<file path="config.mk">
export PLATFORM = sky130hd
export DESIGN_NAME = mul_seq_ctrl
export DESIGN_NICKNAME = d
export VERILOG_FILES = /design/src/rtl/mul_seq_ctrl.sv
export SDC_FILE = /design/constraint.sdc
export NUM_CORES = 1
export LEC_CHECK = 0
export CAP_MARGIN = 0
export CORE_AREA = 10 10 154 156
export DETAILED_ROUTE_END_ITERATION = 7
export DIE_AREA = 0 0 164 166
export GPL_TIMING_DRIVEN = 1
export HOLD_SLACK_MARGIN = 0.05
export SLEW_MARGIN = 40
export SYNTH_ARGS = -nofsm -noshare
export SYNTH_HDL_FRONTEND = slang
export SYNTH_SLANG_ARGS = --single-unit
</file>
<file path="constraint.sdc">
create_clock -name clk -period 5.4 [get_ports clk]
set_clock_uncertainty 0.15 [all_clocks]
set_input_delay 1.62 -clock clk [delete_from_list [all_inputs] [get_ports clk]]
set_output_delay 1.62 -clock clk [all_outputs]
set_load 0.03 [all_outputs]
</file>
<file path="src/rtl/mul_seq_ctrl.sv">
// Shift-add multiplier sequencer. Drives the shared ALU (always ADD) and the
// Shifter (left by 1 in SHIFT) to form the low WIDTH bits of op_a * op_b, one
// multiplier bit per ADD/SHIFT pair.
module mul_seq_ctrl #(
    parameter int unsigned WIDTH      = 32,
    parameter bit          EARLY_EXIT = 1'b1
) (
    input  logic             clk,
    input  logic             rst,
    input  logic             start,
    input  logic [WIDTH-1:0] op_a,
    input  logic [WIDTH-1:0] op_b,
    output logic             busy,
    output logic             done,
    output logic [WIDTH-1:0] result,
    output logic             result_zero,
    output logic [WIDTH-1:0] alu_src1,
    output logic [WIDTH-1:0] alu_src2,
    output logic             alu_invertA,
    output logic             alu_invertB,
    output logic [1:0]       alu_operation,
    input  logic [WIDTH-1:0] alu_result,
    output logic             sft_leftRight,
    output logic [4:0]       sft_shamt,
    output logic [WIDTH-1:0] sft_src,
    input  logic [WIDTH-1:0] sft_result
);

    localparam int unsigned CntW = $clog2(WIDTH) + 1;

    localparam logic [1:0] StIdle  = 2'd0;
    localparam logic [1:0] StAdd   = 2'd1;
    localparam logic [1:0] StShift = 2'd2;
    localparam logic [1:0] StDone  = 2'd3;

    logic [1:0]       state_q, state_d;
    logic [WIDTH-1:0] mcand_q, mcand_d;
    logic [WIDTH-1:0] mplier_q, mplier_d;
    logic [WIDTH-1:0] prod_q, prod_d;
    logic [CntW-1:0]  cnt_q, cnt_d;
    logic [WIDTH-1:0] result_q, result_d;
    logic             result_zero_q, result_zero_d;
    logic             last_iter;

    // Final iteration: all bits consumed, or (optionally) no set bits remain.
    assign last_iter = (cnt_q == CntW'(WIDTH - 1)) ||
                       (EARLY_EXIT && ((mplier_q >> 1) == '0));

    // Next-state and datapath register updates.
    always_comb begin
        state_d       = state_q;
        mcand_d       = mcand_q;
        mplier_d      = mplier_q;
        prod_d        = prod_q;
        cnt_d         = cnt_q;
        result_d      = result_q;
        result_zero_d = result_zero_q;
        case (state_q)
            StIdle: begin
                if (start) begin
                    mcand_d  = op_a;
                    mplier_d = op_b;
                    prod_d   = '0;
                    cnt_d    = '0;
                    state_d  = StAdd;
                end
            end
            StAdd: begin
                if (mplier_q[0]) begin
                    prod_d = alu_result;
                end
                state_d = StShift;
            end
            StShift: begin
                mcand_d  = sft_result;
                mplier_d = mplier_q >> 1;
                cnt_d    = cnt_q + CntW'(1);
                if (last_iter) begin
                    // Publish on entry to DONE so result is valid alongside done.
                    result_d      = prod_q;
                    result_zero_d = (prod_q == '0);
                    state_d       = StDone;
                end else begin
                    state_d = StAdd;
                end
            end
            StDone: begin
                state_d = StIdle;
            end
            default: begin
                state_d = StIdle;
            end
        endcase
    end

    // State registers with synchronous reset.
    always_ff @(posedge clk) begin
        if (rst) begin
            state_q       <= StIdle;
            mcand_q       <= '0;
            mplier_q      <= '0;
            prod_q        <= '0;
            cnt_q         <= '0;
            result_q      <= '0;
            result_zero_q <= 1'b1;
        end else begin
            state_q       <= state_d;
            mcand_q       <= mcand_d;
            mplier_q      <= mplier_d;
            prod_q        <= prod_d;
            cnt_q         <= cnt_d;
            result_q      <= result_d;
            result_zero_q <= result_zero_d;
        end
    end

    // Moore outputs and fixed ALU/Shifter controls.
    always_comb begin
        busy          = (state_q == StAdd) || (state_q == StShift);
        done          = (state_q == StDone);
        result        = result_q;
        result_zero   = result_zero_q;
        alu_src1      = prod_q;
        alu_src2      = mcand_q;
        alu_invertA   = 1'b0;
        alu_invertB   = 1'b0;
        alu_operation = 2'b10;
        sft_leftRight = 1'b0;
        sft_shamt     = (state_q == StShift) ? 5'd1 : 5'd0;
        sft_src       = mcand_q;
    end

endmodule

</file>
# [Word level (Yosys, flattened, before mapping)]
# Index checks and enable logic that the tools add are counted.
# W data, S select, Z words.
[totals] ff_bits=137 input_bits=131 output_inout_bits=141 word_cells=37
[op_classes] add_sub_neg=1 eq_ne=6 muxes=13 reduce_logical=10
[ops] op="$pmux W32 S2" count=3
[ops] op="$mux W32" count=4
[ops] op="$logic_not A32 Y1" count=2
[ops] op="$pmux W6 S2" count=1
[ops] op="$pmux W2 S4" count=1
[ops] op="$add A6 B1 Y6 const B" count=1
[ops] op="$eq A6 B5 Y1 const B" count=1
[ops] op="$mux W6" count=1
[ops] op="$eq A2 B2 Y1 const B" count=2
[ops] op="$mux W2" count=2
[ops] op="$ne A2 B2 Y1 const B" count=2
[ops] op="$reduce_and A2 Y1" count=2
[ops] op="$reduce_bool A2 Y1" count=2
[ops] op="$reduce_and A3 Y1" count=1
[ops] op="$eq A2 B1 Y1 const B" count=1
[ops] op="$logic_not A2 Y1" count=1
[ops] op="$logic_or A1 B1 Y1" count=2
[ops] op="$mux W1" count=1

# [Longest topological paths before layout]
[logic_depth] word_depth=4 mapped_depth=10 mapped_depth_nobuf=7

# [Least setup slack after synthesis]
# No wires, ideal clock.
[synth_path] kind="input to register" from="input start" to="register mcand_q[25], in the netlist alu_src2[25]" setup_time_ns=0.086 t_arrival_ns=2.626 required_time_ns=5.164 path_slack_ns=2.538 stages=8 path_buffers=4 path_cell_list="nand2b_1 -> buf_2 -> o21a_1 -> buf_2 -> buf_2 -> buf_4 -> nor2_1 -> a211oi_1"
[synth_between] elab_chain_len=2
[synth_lines] element="start, declared" line="10" source="input logic start,"
[synth_lines] element="$ne A2 B2 Y1 (no line)"
[synth_lines] element="$reduce_and A2 Y1 (no line)"
[synth_lines] element="end signal, assigned" line="108" source="mcand_q <= mcand_d;"
[synth_lines] element="end, declared" line="37" source="logic [WIDTH-1:0] mcand_q, mcand_d;"
# No other way between the ends.
# A chain may end at the register's enable or synchronous reset.

# [Worst setup path in the final report]
[layout_path] from="register state_q[0]" to="output busy"
[layout_between] elab_chain_len=2 elab_cells_between_ends=3 classes_between="2 x eq/ne; 1 x reduce/logical"
[layout_lines] element="start, declared" line="36" source="logic [1:0] state_q, state_d;"
[layout_lines] element="start signal, assigned" line="99" source="state_q <= StIdle;"
[layout_lines] element="start signal, assigned" line="107" source="state_q <= state_d;"
[layout_lines] element="$eq A2 B1 Y1 / $eq A2 B2 Y1 (equally long branches)" line="119" source="busy = (state_q == StAdd) || (state_q == StShift);"
[layout_lines] element="$logic_or A1 B1 Y1 (*)" line="119"
[layout_lines] element="end, declared" line="13" source="output logic busy,"
# Mark *: on every way between the ends. The rest lies on a longest branch, timed or not.

==> results.toml <==
[route]
vias = 5363
route.detailed.drc = 0
wl_per_cell_um = 17.9
antenna_left = 0
wirelength_um = 20400
drt_first_iter_violations = 289
dr.pass1.iters = 4
viasPerCell = 4.70

[worst_setup_path]
r2r_cells = 6
r2r-end = "result[13]"
startpoint_type = "register"
cp_max_fo = 5
end_kind = "primary output"
critPathKind = "register to primary output"
rrSetupSlack_ns = 2.37
required_ns = 3.63
r2r_start = "state_q[0]"
cp.arrival_ns = 1.95

[power_and_ir_drop]
ir_drop_v = 0.000205
p_int_mw = 2.44
p_comb_share_pct = 37.6
power.switching_mw = 1.47
fin_total_pwr_mw = 3.92
leakagePower_nw = 3.17
switching_share_pct = 37.6
p_seq_share_pct = 34.0
p_per_area_nw_per_um2 = 426
p_clk_share_pct = 28.4

[place]
dpl_cell_area_um2 = 8620
dp_hpwl_um = 14600
gp_congestion = 0.780
placement.io_buffers = 262

[final_layout]
drive_gt1_share_pct = 5.31
nets = 989
layout_common_cells = "clkdlybuf4s50_1, dfxtp_1, nor2_1, mux2i_1, a211oi_1"
fin_area_um2 = 9190
antenna_cells = 0
synthToLayoutAreaGrowth_pct = 50.3
final_common_cell = "clkdlybuf4s50_1"

[clock_network]
clk_path_buf_depth = 2
ctsResizeCount = 0
post_cts_buffers = 0
cts_tree = "done"
cts_hold_buf = 0
htree_num_levels = 4
clock_sinks = 137
clk_latency_ns = 0.41
ctsRootBufferMaster = "clkbuf_16"
clk_pin_slew_worst_paths_ns = 0.06
cts_made_buffers = 17

[floorplanning]
die_w_um = 164
initial_core_util_pct = 29.5
core_um2 = 20700
dieArea_um2 = 27200
ios = 272
die_h_um = 166
std_cell_rows = 53

[timing]
slew_headroom_pct = 50.3
fin_crit_sh_pct = 69.0
hold_viol = 0
final.setup.tns_ns = 0
report.final.slew_viol_count = 0
hold_ws_ns = 0.316
setup_viol_count_final = 0
worst_pin_slew_ns = 0.746
max_freq_mhz = 268
period_minus_slack_ns = 3.72
rsz0062_at_grt = "false"

[hold_path]
hold_start = "result[4]"
holdPathStages = 2
hold_class = "register to register"
worstHoldEndpoint = "result[4]"

[global_route]
gr-total-overflow = 0
first_global_vias = 5356
grt_first_pass_wirelength_um = 31600
track_usage_pct = 14.4
antenna_found_initial = 1
grt_max_degree = 69

[synthesis]
yosysTopAreaCell = "dfxtp_1"
syn_area_um2 = 6110
yosys_register_bits = 137
ys_types = 33
synth_top_area_share_pct = 44.9
synth_cells = 656
syn_avg_cell_area_um2 = 9.32
ys.warnings.count = 0
ys_seq_area_share_pct = 44.9
synth_area_leaders = "dfxtp_1, mux2i_1, a211oi_1"

[outcome]
status = "finished clean"

[flow_run]
drv_cap = 0
==> sequential cells by signal, indices dropped and copies added, names as in the netlist <==
name,cells
mplier_q,32
result_zero,1
result,32
alu_src2,32
state_q,2
cnt_q,6
alu_src1,32
==> per-layer routing <==
layer / track usage (%) / vias up / routed length [µm]
li1: - / 2721 / -
met1: 17.9 / 2451 / 9130
met2: 23.5 / 184 / 9600
met3: 4.56 / 7 / 1560
met4: 3.46 / 0 / 155
met5: 0 / - / 0
==> cell families after synthesis <==
logic type / count (synthesis) / share of synthesized area, %
other: 2 / 0.123
xor gates and xnor gates: 4 / 0.573
DFF: 137 / 44.9
buffers and inverters: 102 / 9.62
AOI/OAI and AO/OA: 138 / 15.6
and+or+nand+nor: 204 / 17.6
muxes: 64 / 10.5
adders and majority gates: 5 / 1.02
==> worst max path at each step <==
stage / start / to / cells after the start
after floorplan: start / alu_src2[25] / 8
after global placement: start / mplier_q[27] / 6
after detailed placement: start / mplier_q[15] / 6
after CTS: state_q[0] / busy / 3
after global routing: state_q[0] / busy / 3
final: state_q[0] / busy / 3
==> area by class of cell <==
| class | instances | area (µm²) |
|---|---|---|
| Inverter | 2 | 7.51 |
| Tap cell | 275 | 344 |
| Clock buffer | 19 | 443 |
| Fill cell | 2050 | 11500 |
| Clock inverter | 13 | 119 |
| Multi-Input combinational cell | 424 | 2830 |
| Sequential cell | 137 | 2740 |
| Timing Repair Buffer | 271 | 2700 |
==> power by group through the flow <==
| stage | Clock [mW] | Combinational (mW) | Sequential, mW |
|---|---|---|---|
| 2_1_floorplan | 0 | 0.878 | 1.48 |
| 3_3_place_gp | 0 | 1.48 | 1.35 |
| 3_5_place_dp | 0 | 1.49 | 1.36 |
| 4_1_cts | 1.15 | 1.49 | 1.33 |
| 5_1_grt | 1.20 | 1.59 | 1.36 |
| 6_report | 1.11 | 1.47 | 1.33 |
==> per-stage QoR <==
stage | instances | worst slack [ns] | utilization, %
2_1_floorplan | 663 | 2.54 | -
3_3_place_gp | 1109 | 1.52 | 41.7
3_5_place_dp | 1109 | 1.47 | 41.7
4_1_cts | 1141 | 1.64 | 44.4
5_1_grt | 1141 | 1.56 | 44.4
6_report | 1141 | 1.68 | 44.4
==> synthesized netlist by cell type <==
library cell / number
dfxtp_1: 137
nor2_1: 105
a211oi_1: 63
mux2i_1: 63
buf_4: 47
nand2b_1: 33
a22oi_1: 32
nand4b_1: 32
clkbuf_1: 29
buf_2: 23
o21ai_0: 22
nor4_1: 15
o21ai_1: 11
nand4_1: 7
nand2_1: 6
ha_1: 5
xor2_1: 4
a21oi_1: 3
and3_1: 2
conb_1: 2
inv_1: 2
nor3_1: 2
a211o_1: 1
a21boi_0: 1
a311oi_1: 1
a32oi_1: 1
and2_2: 1
buf_1: 1
mux2_2: 1
nand3b_1: 1
o21a_1: 1
o21bai_1: 1
o22ai_2: 1
==> critical path, cell delays in order, from the launching register on <==
cell             delay, ns
dfxtp_1               0.42
inv_1                 0.12
ha_1                  0.29
clkdlybuf4s50_1       0.73
Power figures use the tool's default switching activity.
